$ cat config.mk
export PLATFORM = sky130hd
export DESIGN_NAME = fwd_hazard_unit
export DESIGN_NICKNAME = d
export VERILOG_FILES = /design/src/rtl/fwd_hazard_unit.sv
export SDC_FILE = /design/constraint.sdc
export NUM_CORES = 1
export LEC_CHECK = 0
export CAP_MARGIN = 15
export CORE_ASPECT_RATIO = 2
export CORE_MARGIN = 3
export CORE_UTILIZATION = 24
export CTS_BUF_LIST = sky130_fd_sc_hd__clkbuf_4
export CTS_CLUSTER_DIAMETER = 120
export DETAILED_ROUTE_END_ITERATION = 8
export PLACE_DENSITY = 0.46
export SKIP_LAST_GASP = 1
export SYNTH_ARGS = -nofsm -noshare
export SYNTH_HDL_FRONTEND = slang
export SYNTH_SLANG_ARGS = --single-unit
$ cat constraint.sdc
create_clock -name clk -period 1.5 [get_ports clk]
set_input_delay 0.225 -clock clk [delete_from_list [all_inputs] [get_ports clk]]
set_output_delay 0.225 -clock clk [all_outputs]
set_load 0.01 [all_outputs]
$ cat src/rtl/fwd_hazard_unit.sv
// Forwarding and load-use hazard unit: keeps a shadow of in-flight register writes
// (EX through the last forwarding stage). Define FWD_HAZARD_STALL_CNT_EN to add stall_cnt.
module fwd_hazard_unit #(
  parameter int AW       = 5,
  parameter int STAGES   = 3,
  parameter int NSRC     = 2,
  parameter int LOAD_LAT = 2,
  parameter int SW       = 3
) (
  input  logic                 clk,
  input  logic                 reset,
  input  logic                 id_valid,
  input  logic [NSRC*AW-1:0]   id_src,
  input  logic [AW-1:0]        id_dest,
  input  logic                 id_we,
  input  logic                 id_is_load,
  input  logic                 hold,
  input  logic                 flush,
  output logic [NSRC*SW-1:0]   fwd_sel,
  output logic                 stall_id,
`ifdef FWD_HAZARD_STALL_CNT_EN
  output logic                 bubble_ex,
  output logic [15:0]          stall_cnt
`else
  output logic                 bubble_ex
`endif
);

  // Entry 0 is the EX instruction; entry k sits k stages beyond EX.
  logic [STAGES:0]      r_valid;
  logic [STAGES:0]      r_we;
  logic [STAGES:0]      r_ld;
  logic [AW-1:0]        r_dest [0:STAGES];
  logic [NSRC*AW-1:0]   r_src0;

  logic [NSRC*SW-1:0]   w_fwd_sel;
  logic                 w_hit;
  logic                 w_stall;
  logic                 w_kill;

  always_comb begin
    w_fwd_sel = '0;
    // Scan oldest to youngest so the youngest forwardable producer wins.
    for (int i = 0; i < NSRC; i++) begin
      for (int k = STAGES; k >= 1; k--) begin
        if (r_valid[k] && r_we[k] && (r_dest[k] != '0) &&
            (r_dest[k] == r_src0[i*AW +: AW]) &&
            (!r_ld[k] || (k >= LOAD_LAT))) begin
          w_fwd_sel[i*SW +: SW] = SW'(k);
        end
      end
    end
  end

  always_comb begin
    w_hit = 1'b0;
    // Only loads still too young to forward (k <= LOAD_LAT-2) force a stall.
    for (int j = 0; j < NSRC; j++) begin
      for (int k = 0; k < LOAD_LAT - 1; k++) begin
        if ((id_src[j*AW +: AW] != '0) && r_valid[k] && r_ld[k] &&
            (r_dest[k] == id_src[j*AW +: AW])) begin
          w_hit = 1'b1;
        end
      end
    end
  end

  assign w_stall   = !reset && id_valid && !flush && w_hit;
  assign w_kill    = flush || w_stall;
  assign stall_id  = w_stall;
  assign bubble_ex = !reset && (w_stall || flush) && !hold;
  assign fwd_sel   = reset ? '0 : w_fwd_sel;

  always_ff @(posedge clk or posedge reset) begin
    if (reset) begin
      r_valid <= '0;
      r_we    <= '0;
      r_ld    <= '0;
      r_src0  <= '0;
      for (int k = 0; k <= STAGES; k++) r_dest[k] <= '0;
    end else if (!hold) begin
      for (int k = 1; k <= STAGES; k++) begin
        r_valid[k] <= r_valid[k-1];
        r_we[k]    <= r_we[k-1];
        r_ld[k]    <= r_ld[k-1];
        r_dest[k]  <= r_dest[k-1];
      end
      if (w_kill) begin
        r_valid[0] <= 1'b0;
        r_we[0]    <= 1'b0;
        r_ld[0]    <= 1'b0;
        r_dest[0]  <= '0;
        r_src0     <= '0;
      end else begin
        r_valid[0] <= id_valid;
        r_we[0]    <= id_we;
        r_ld[0]    <= id_is_load;
        r_dest[0]  <= id_dest;
        r_src0     <= id_src;
      end
    end else if (flush) begin
      // Frozen pipe: only the EX instruction can still be killed.
      r_valid[0] <= 1'b0;
      r_we[0]    <= 1'b0;
      r_ld[0]    <= 1'b0;
      r_dest[0]  <= '0;
      r_src0     <= '0;
    end
  end

`ifdef FWD_HAZARD_STALL_CNT_EN
  logic [15:0] r_stall_cnt;

  always_ff @(posedge clk or posedge reset) begin
    if (reset) begin
      r_stall_cnt <= '0;
    end else if (w_stall && !hold && (r_stall_cnt != 16'hFFFF)) begin
      r_stall_cnt <= r_stall_cnt + 16'd1;
    end
  end

  assign stall_cnt = r_stall_cnt;
`endif

endmodule

==> impl_metrics.py <==
metrics = {
    "setup_path": {
        "crit_path_start": "r_dest[16]$_DFFE_PP0P_",
        "rr_startpoint": "r_dest[18]$_DFFE_PP0P_",
        "cp_slowest_cell": "dfrtp_2",
        "crit_arrival_ps": 2000,
        "critical_path_class": "register to primary output",
        "r2r_end": "r_dest[18]$_DFFE_PP0P_",
        "cp_slowest_stage_delay_ps": 480,
        "cp.required_ps": 1270,
        "crit_path_max_fanout": 3,
        "critPathCapture": "bubble_ex",
        "end_kind": "primary output",
        "reg2reg_slack_ps": -290,
        "cp_cell_sequence": "xnor2_2 > nand3_2 > nor4b_4 > a41oi_2 > buf_4 > a211oi_2 > buf_2",
        "reg2reg_depth": 8,
        "start_kind": "register",
    },
    "cts": {
        "clockRootBuffer": "clkbuf_4",
        "clk_pin_slew_ps": 140,
        "clockBufferDepth": 2,
        "cts_tree": "built",
        "cts_sinks": 40,
        "numCtsBuffers": 5,
        "htree_levels": 2,
        "clock_latency_ps": 360,
    },
    "final_layout": {
        "nets": 319,
        "multi_input_comb_area_um2": 1380,
        "stdcell_count": 401,
        "fillers": 917,
        "area_delta_synth_final_pct": 53.0,
        "drive_gt1_share_pct": 50.0,
        "final_cell_area_um2": 3480,
        "seqCellArea_um2": 1000,
    },
    "logic_synthesis": {
        "synth-seq-cells": 40,
        "syn_avg_cell_area_um2": 11.4,
        "seq_area_frac_synth_pct": 44.1,
        "synth_edf_count": 0,
        "synthArstFlopShare_pct": 100,
        "synth_area_leaders": "dfrtp_1 44%, mux2_2 11%, xnor2_1 8.1%",
        "synthCells": 199,
        "synth-main-ff-cell": "dfrtp_1",
        "ys_warn_count": 0,
        "synthDistinctLibCells": 37,
        "syn_area_um2": 2270,
        "synth_top_area_share_pct": 44.1,
        "synth_area_leader_cell": "dfrtp_1",
    },
    "grt": {
        "antenna_found_initial": 1,
        "overflow": 0,
        "grt_use_total_pct": 13.1,
        "grt_pass1_wl_um": 10200,
        "grt_max_degree": 41,
        "grt_pass1_vias": 1914,
    },
    "die": {
        "die_area_um2": 10700,
        "die_x_um": 74.8,
        "io_pins": 30,
        "start_util_pct": 24.9,
        "core_area_um2": 9140,
        "die_y_um": 144,
        "num_rows": 49,
    },
    "drt": {
        "first_iter_violations": 61,
        "drtAntennaViolNets": 0,
        "drc_errors": 0,
        "viasPerCell": 4.63,
        "vias": 1857,
        "wl_per_cell_um": 17.1,
        "firstDrtPassIters": 4,
        "routed_wl_um": 6840,
    },
    "hold_path": {
        "hold_class": "input port to asynchronous set/reset pin",
    },
    "placement": {
        "place_hpwl_um": 5060,
        "io_buffers": 27,
        "place.gp.congestion": 0.813,
        "place_area_um2": 3150,
        "dp.cells": 382,
    },
    "sta": {
        "skew_ps": 9.63,
        "final.min_clock_period_ps": 2230,
        "setup_slack_ps": -725,
        "setup_tns_ps": -9020,
        "period_share_pct": 148,
        "drv_slew": 0,
        "setup_viol": 24,
        "hold_viol_final": 0,
        "max_freq_ghz": 0.449,
        "grt_setup_unrepaired": "true",
    },
    "run": {
        "maxCapViolCount": 0,
    },
    "power": {
        "comb_power_share_pct": 27.9,
        "p_int_mw": 1.96,
        "power_switching_uw": 831,
        "p_leak_nw": 1.58,
        "power_frac_clock_pct": 26.9,
        "powerDensity_nw_per_um2": 803,
        "ir_drop_mv": 0.472,
        "swShare_pct": 29.7,
        "seqPwrFrac_pct": 45.3,
        "p_total_mw": 2.79,
    },
    "status": {
        "failed_checks": "negative setup slack",
        "outcome": "complete, but fails checks",
    },
}
how the worst min path moves through the flow:
stage | startpoint | to | slack, ps | cells past startpoint
5_1_grt | reset | r_dest[1]$_DFFE_PP0N_ | 270 | 4
4_1_cts | reset | r_dest[3]$_DFFE_PP0N_ | 240 | 4
6_report | reset | r_dest[2]$_DFFE_PP0N_ | 240 | 4
2_1_floorplan | id_src[9] | r_src0[9]$_DFFE_PP0P_ | 370 | 2
3_5_place_dp | r_we[0]$_DFFE_PP0P_ | r_we[1]$_DFFE_PP0N_ | 500 | 1
3_3_place_gp | r_ld[1]$_DFFE_PP0N_ | r_ld[1]$_DFFE_PP0N_ | 490 | 1
registers in the layout, summed over array words and instances (netlist names):
signal	cells
r_src0	10
r_ld	2
r_valid	4
r_we	4
r_dest	20
synthesized netlist by cell type (4+ instances only):
master / count
nor4_1: 4
nand2_1: 19
clkbuf_1: 4
nand3_1: 5
xor2_1: 17
nor3_1: 5
dfrtp_1: 40
xnor2_1: 21
buf_4: 4
o22ai_2: 9
mux2_2: 22
a32o_1: 9
nor2_1: 4
cell families after synthesis:
family	Yosys count	share of synthesized area, %
DFF	40	44.1
AOI/OAI and AO/OA	30	13.9
buffers and inverters	14	3.85
xor gates and xnor gates	38	14.6
and+or+nand+nor	54	12.4
muxes	22	10.9
other	1	0.165
per-stage QoR:
step / setup WS (ps) / utilization (%) / hold slack [ps]
after detailed placement: -1120 / 34.4 / 505
after floorplan: -185 / - / 372
after CTS: -800 / 37.2 / 239
after global routing: -856 / 38.0 / 266
after global placement: -1120 / 34.4 / 489
final: -725 / 38.0 / 244
area by class of cell:
| type | count | area share [%] |
|---|---|---|
| antenna | 1 | 0.0720 |
| tap | 102 | 3.67 |
| timing repair buffer | 100 | 24.9 |
| multi-input combinational | 147 | 39.7 |
| sequential | 40 | 28.9 |
| clock inverter | 3 | 1.33 |
| inverter | 3 | 0.324 |
| clock buffer | 5 | 1.08 |
critical path: cells and delay by family (launching register included):
kind            cells  cell delay [ps]
flops               1              480
xor+xnor            1              220
compound gates      2              220
simple gates        2              400
buf+inv             2              310
power by group through the flow:
| stage | Clock [mW] | Sequential (mW) | Combinational (mW) |
|---|---|---|---|
| after floorplan | 0 | 1.28 | 0.347 |
| after global placement | 0 | 1.28 | 0.696 |
| after detailed placement | 0 | 1.28 | 0.707 |
| after CTS | 0.784 | 1.26 | 0.767 |
| after global routing | 0.811 | 1.28 | 0.845 |
| final | 0.750 | 1.26 | 0.779 |
routing by layer:
metal	GRT usage (%)	wire length (um)	up-vias	share of wire [%]
li1	-	-	920	-
met3	1.19	103	8	1.5
met4	5.35	118	0	1.7
met2	25.3	4180	34	61
met1	13.9	2440	895	36
met5	0	0	-	0
repair_timing:
action,in CTS,in global routing
setup buffers,7,4
endpoints found under the hold margin,0,0
setup endpoints to repair,24,24
resized for setup,52,13
cloned,1,1
hold buffers,0,0
pin swaps,25,10
cell usage in the layout (no fill, tap or decap), types with 3 or more instances in the layout:
master           count
clkdlybuf4s50_1     16
mux2_2              22
o22ai_2              9
dfrtp_2              3
buf_4               63
nand3_1              4
dlygate4sd2_1        3
nor3_1               4
buf_12               3
clkbuf_4             5
nor2_2               3
buf_2                6
or4_4                3
a32o_1               8
inv_1                3
nor2_1               3
nand2_1             19
dfrtp_1             37
buf_6                6
xor2_1              17
xnor2_1             19
nand4_1              3
Note: power is estimated with default switching activity, not from simulation.
